==> src/rtl/qam_rx_buffer.sv <==
// QAM receive capture buffer: records DEPTH demapped dibits after a start
// pulse, then serves registered random-access reads once the buffer is full.
module qam_rx_buffer #(
    parameter int DEPTH = 1024,
    parameter int AW    = 10
) (
    input  logic          clk,
    input  logic          rst,
    input  logic          start,
    input  logic [1:0]    sym_in,
    input  logic          sym_valid,
    input  logic          rd_en,
    input  logic [AW-1:0] rd_addr,
    output logic [1:0]    rd_data,
    output logic          rd_valid,
    output logic          busy,
    output logic          done,
    output logic [AW:0]   sym_count,
    output logic          overrun
);

    typedef enum logic [1:0] {
        IDLE,
        CAPTURE,
        FULL
    } state_t;

    localparam logic [AW-1:0] LAST_PTR = AW'(DEPTH - 1);
    localparam logic [AW-1:0] PTR_ONE  = AW'(1);
    localparam logic [AW:0]   CNT_ONE  = (AW + 1)'(1);

    state_t        state;
    state_t        state_nxt;
    logic [AW-1:0] wr_ptr;
    logic [AW-1:0] wr_ptr_nxt;
    logic [AW:0]   cnt_nxt;
    logic          ovr_nxt;
    logic          wr_en;
    logic          rd_ok;

    logic [1:0]    mem [DEPTH];

    // start has priority over sym_valid in every state
    always_comb begin
        state_nxt  = state;
        wr_ptr_nxt = wr_ptr;
        cnt_nxt    = sym_count;
        ovr_nxt    = overrun;
        wr_en      = 1'b0;
        if (start) begin
            state_nxt  = CAPTURE;
            wr_ptr_nxt = '0;
            cnt_nxt    = '0;
            ovr_nxt    = 1'b0;
        end else begin
            unique case (state)
                IDLE: begin
                    state_nxt = IDLE;
                end
                CAPTURE: begin
                    if (sym_valid) begin
                        wr_en      = 1'b1;
                        wr_ptr_nxt = wr_ptr + PTR_ONE;
                        cnt_nxt    = sym_count + CNT_ONE;
                        if (wr_ptr == LAST_PTR) begin
                            state_nxt = FULL;
                        end
                    end
                end
                FULL: begin
                    if (sym_valid) begin
                        ovr_nxt = 1'b1;
                    end
                end
                default: begin
                    state_nxt = IDLE;
                end
            endcase
        end
    end

    // reads sample the current state, so a start alongside rd_en still reads
    assign rd_ok = rd_en && (state == FULL);
    assign busy  = (state == CAPTURE);
    assign done  = (state == FULL);

    always_ff @(posedge clk or posedge rst) begin
        if (rst) begin
            state     <= IDLE;
            wr_ptr    <= '0;
            sym_count <= '0;
            overrun   <= 1'b0;
        end else begin
            state     <= state_nxt;
            wr_ptr    <= wr_ptr_nxt;
            sym_count <= cnt_nxt;
            overrun   <= ovr_nxt;
        end
    end

    always_ff @(posedge clk or posedge rst) begin
        if (rst) begin
            rd_data  <= 2'b00;
            rd_valid <= 1'b0;
        end else begin
            rd_valid <= rd_ok;
            if (rd_ok) begin
                rd_data <= mem[rd_addr];
            end
        end
    end

    // storage is deliberately left out of reset
    always_ff @(posedge clk) begin
        if (wr_en) begin
            mem[wr_ptr] <= sym_in;
        end
    end

endmodule

==> config.mk <==
export PLATFORM = sky130hd
export DESIGN_NAME = qam_rx_buffer
export DESIGN_NICKNAME = d
export VERILOG_FILES = /design/src/rtl/qam_rx_buffer.sv
export SDC_FILE = /design/constraint.sdc
export NUM_CORES = 2
export LEC_CHECK = 0
export BUFFER_PORTS_ARGS = -buffer_cell sky130_fd_sc_hd__buf_2
export CAP_MARGIN = 10
export CORE_ASPECT_RATIO = 1.25
export CORE_MARGIN = 2
export CORE_UTILIZATION = 30
export DETAILED_ROUTE_END_ITERATION = 16
export GPL_TIMING_DRIVEN = 0
export SYNTH_ARGS = -nofsm -noshare
export SYNTH_HDL_FRONTEND = slang
export SYNTH_SLANG_ARGS = --single-unit
==> constraint.sdc <==
create_clock -name clk -period 3.2 [get_ports clk]
set_input_delay 0.32 -clock clk [delete_from_list [all_inputs] [get_ports clk]]
set_output_delay 0.32 -clock clk [all_outputs]
set_load 0.005 [all_outputs]
==> flow_summary_export.csv <==
group,metric,value,unit
power_and_ir_drop,switchingPower,0.01274,W
power_and_ir_drop,worst_ir_drop_vdd,456.3,uV
global_routing,top_usage_layer,"met2",
global_routing,first_global_vias,50180,
sta,fin_skew,35.59,ps
floorplanning,std_cell_rows,218,
floorplanning,die-width,479.2,um
cts,worstSkewPairLatency,880,ps
worst_setup_path,cp_data_required_time,3900,ps
final_layout,area.growth.synth_to_final,15.13,%
synth,netlist_top_cells_area,"sky130_fd_sc_hd__edfxtp_1, sky130_fd_sc_hd__mux4_2, sky130_fd_sc_hd__nor2_1, sky130_fd_sc_hd__mux2i_1, sky130_fd_sc_hd__clkbuf_1",
sta,drv_slew,0,
floorplanning,die-height,598.0,um
route,firstDrtPassIters,6,
synth,post_syn_nets,4970,
worst_hold_path,hold_path.class,"primary input to flop",
placed_design,routabilityCongestion,0.9651,
worst_setup_path,worst-r2r-setup-slack,-260,ps
global_routing,gr-total-overflow,0,
floorplanning,initial_utilization,30.08,%
synth,synth_top_area_share,72.63,%
power_and_ir_drop,cellLeakagePower,29.66,nW
power_and_ir_drop,internal_power,0.04411,W
worst_setup_path,setup.worst_path.end_class,"flop",
sta,post-route-min-period,3481,ps
floorplanning,top_level_ports,34,
placed_design,place_inst,8770,
worst_hold_path,worst_case_hold_path_end_point,"mem[563][0]",
final_layout,num-nets-final,5255,
final_layout,instances_no_fill,9145,
synth,synth-edff-count,2048,
route,via_count,50570,
global_routing,globalRouteMet2Util,33.39,%
global_routing,use_met3,4.468,%
sta,slew_headroom,2.343,%
worst_hold_path,hold_start,"sym_in[0]",
run_status,violations,"negative setup slack",
run_status,run_status,"finished, violations left",
power_and_ir_drop,power.density,583.2,nW/um2
global_routing,global_route.usage.met1,24.36,%
cts,clkSinkCount,2075,
global_routing,gr-usage-all-layers,20.73,%
route,drt_first_iter_violations,8648,
worst_setup_path,reg2reg_depth,8,
power_and_ir_drop,p_seq_share,52.5,%
sta,worst_slack,-280.8,ps
worst_hold_path,hold_path_depth,1,
cts,clock_slew_at_reported_path_ffs,60,ps
global_routing,antenna_found_initial,23,
sta,hold_viol_final,0,
synth,yosysWarnings,0,
placed_design,placement.io_buffers,29,
final_layout,num-fill-cells,26640,
placed_design,detailedPlacementHpwl,205400,um
worst_setup_path,cp-startpoint,"rd_addr[1]",
power_and_ir_drop,power_switching_share,22.40,%
route,drcViolationCount,0,
flow_run,drv_cap,0,
worst_setup_path,timing.critical_path.fanout_max,10,
power_and_ir_drop,p_total,0.05685,W
floorplanning,floorplan.core_area,281500,um2
sta,worst_slew_pin_slew,1465,ps
cts,ctsHtreeMaxLevel,4,
synth,synth_top_cell_by_area,"sky130_fd_sc_hd__edfxtp_1",
power_and_ir_drop,power_frac_comb,5.5,%
worst_setup_path,setup.worst_path.class,"primary input to flop",
route,routed_wire_length_per_instance,33.28,um
cts,clock-root-buffer,"sky130_fd_sc_hd__clkbuf_16",
placed_design,dpl_cell_area,90610,um2
worst_setup_path,regToRegEndpoint,"rd_data[1]",
worst_setup_path,crit_path_start_kind,"primary input",
final_layout,stdcell_area,97490,um2
global_routing,pin_count_of_the_biggest_net_entering_global_routing,175,
route,routed_via_density,5.529,
route,drt.antenna.violating_nets,0,
synth,synth_seq_area_share,73.43,%
sta,rsz0062_at_grt,"true",
global_routing,grt_first_pass_wirelength,407100,um
worst_setup_path,r2r_start,"mem[176][1]",
final_layout,layout.core_utilization,34.63,%
worst_setup_path,worst-endpoint-arrival,4180,ps
synth,synth.cell_area,84680,um2
synth,syn-mean-instance-area,17.11,um2
sta,clock.fmax,287.3,MHz
synth,synth_seq_cells,2075,
cts,tritoncts,"yes",
sta,timing.final.crit_share,108.8,%
synth,synth-async-reset-ratio,1.301,%
sta,setup-tns-final,-1647,ps
route,routed_wirelength,304400,um
sta,finalSetupViolations,48,
synth,synth.lib_cells_used.distinct,61,
synth,synthCells,4948,
final_layout,layout-drive-gt1-share,19.95,%
power_and_ir_drop,pwr-share-clk,41.9,%
cts,cts_buffer_depth,3,
floorplanning,floorplan.die_area,286500,um2
cts,tritoncts.num_buffers,201,
synth,synthFlopType,"sky130_fd_sc_hd__edfxtp_1",
-- per-stage QoR --
| step | setup slack (ps) | hold WS (ps) |
|---|---|---|
| 6_report | -280.8 | 72.19 |
| 3_3_place_gp | -12120 | 470.4 |
| 5_1_grt | -113.3 | 95.08 |
| 3_5_place_dp | -2123 | 488.5 |
| 2_1_floorplan | 834.6 | 372.7 |
| 4_1_cts | -137.0 | 47.77 |
-- critical path: stages --
cell,delay (ps)
sky130_fd_sc_hd__buf_4,150
sky130_fd_sc_hd__buf_2,440
sky130_fd_sc_hd__buf_2,610
sky130_fd_sc_hd__mux4_2,410
sky130_fd_sc_hd__a221oi_2,390
sky130_fd_sc_hd__nor3_1,100
sky130_fd_sc_hd__a211o_2,460
sky130_fd_sc_hd__nand4b_1,520
sky130_fd_sc_hd__nand4_1,600
sky130_fd_sc_hd__nand3_1,160
-- logic make-up (layout without fill, tap and decap cells) --
family          Yosys count  count (layout)  synth area share [%]
flops                  2075            2075                 73.43
simple gates           1368            1368                 6.442
mux                     657             657                 13.96
buf+inv                 422             873                 2.530
compound gates          403             403                 3.381
xor+xnor                 18              18                0.1862
fa+ha+maj                 5               5               0.07388
other cells               0               6                     0
-- registers in the layout, indices dropped and copies added (netlist names) --
signal     count
mem         2048
sym_count     11
wr_ptr        10
rd_data        2
state          2
overrun        1
rd_valid       1
-- metal layers --
layer	wire length [um]	share of wire, %	vias up
met5	40	0.013	-
met4	27250	9.0	6
met3	31380	10	828
met2	142300	47	3432
met1	103400	34	26430
li1	-	-	19880
-- layout make-up --
type                    count  area (um2)  share of cell area (%)
flip-flops and latches   2075       62170                   63.78
plain buffers             405        2354                   2.414
inverters                  12       50.05                 0.05134
clock inverters           125        1239                   1.271
diodes                      6       15.01                 0.01540
repair buffers             87        1210                   1.241
well taps                3740        4679                   4.800
clock buffers             244        5276                   5.412
multi-input cells        2451       20490                   21.02
-- power by group through the flow --
stage | sequential [W] | combinational [W] | clock [W]
final | 0.0299 | 0.00314 | 0.0238
after detailed placement | 0.0304 | 0.00303 | 0
after floorplan | 0.0304 | 0.00141 | 0
after CTS | 0.0299 | 0.00306 | 0.0239
after global routing | 0.0299 | 0.00317 | 0.0249
after global placement | 0.0309 | 0.00291 | 0
-- synth_stat cells, types with 12 or more instances --
master	count
sky130_fd_sc_hd__buf_4	35
sky130_fd_sc_hd__a221oi_1	12
sky130_fd_sc_hd__mux4_2	418
sky130_fd_sc_hd__buf_1	21
sky130_fd_sc_hd__nor2_1	1079
sky130_fd_sc_hd__a22oi_1	49
sky130_fd_sc_hd__nor3_1	33
sky130_fd_sc_hd__a22o_1	16
sky130_fd_sc_hd__o221ai_1	87
sky130_fd_sc_hd__a21oi_1	96
sky130_fd_sc_hd__and2_1	16
sky130_fd_sc_hd__buf_6	24
sky130_fd_sc_hd__nand3_1	22
sky130_fd_sc_hd__dfrtp_1	27
sky130_fd_sc_hd__o22ai_1	31
sky130_fd_sc_hd__clkbuf_1	261
sky130_fd_sc_hd__nand4_1	14
sky130_fd_sc_hd__a211oi_1	27
sky130_fd_sc_hd__buf_2	56
sky130_fd_sc_hd__mux2_2	12
sky130_fd_sc_hd__edfxtp_1	2048
sky130_fd_sc_hd__nand2_1	142
sky130_fd_sc_hd__o21ai_0	36
sky130_fd_sc_hd__mux2i_1	227
sky130_fd_sc_hd__nor2b_1	14
-- placed cells by master (no fill, tap or decap), types with 31 or more instances in the layout --
| cell | instances |
|---|---|
| sky130_fd_sc_hd__clkinv_2 | 40 |
| sky130_fd_sc_hd__o221ai_1 | 87 |
| sky130_fd_sc_hd__mux4_2 | 418 |
| sky130_fd_sc_hd__buf_2 | 77 |
| sky130_fd_sc_hd__edfxtp_1 | 2048 |
| sky130_fd_sc_hd__buf_6 | 33 |
| sky130_fd_sc_hd__clkbuf_16 | 205 |
| sky130_fd_sc_hd__clkbuf_2 | 77 |
| sky130_fd_sc_hd__clkbuf_1 | 188 |
| sky130_fd_sc_hd__nand2_1 | 141 |
| sky130_fd_sc_hd__buf_8 | 42 |
| sky130_fd_sc_hd__o22ai_1 | 31 |
| sky130_fd_sc_hd__buf_4 | 47 |
| sky130_fd_sc_hd__clkinv_1 | 42 |
| sky130_fd_sc_hd__nor2_1 | 1073 |
| sky130_fd_sc_hd__a22oi_1 | 48 |
| sky130_fd_sc_hd__mux2i_1 | 227 |
| sky130_fd_sc_hd__o21ai_0 | 34 |
| sky130_fd_sc_hd__a21oi_1 | 96 |
-- worst max-delay path by stage --
stage	slack, ps	end
finish	-280	rd_data[1]
global route	-110	rd_data[1]
CTS	-140	rd_data[1]
detailed placement	-2120	rd_data[1]
global placement	-12120	mem[361][0]
floorplan	830	rd_data[0]
-- timing repair --
item / in CTS / in global routing
hold buffers: 4 / 0
pin swaps: 6 / 2
buffers inserted: 1 / 0
endpoints found under the setup margin: 1369 / 440
resized for setup: 96 / 49
hold endpoints to repair: 116 / 0
No activity file was read; power rests on OpenSTA's default activity.
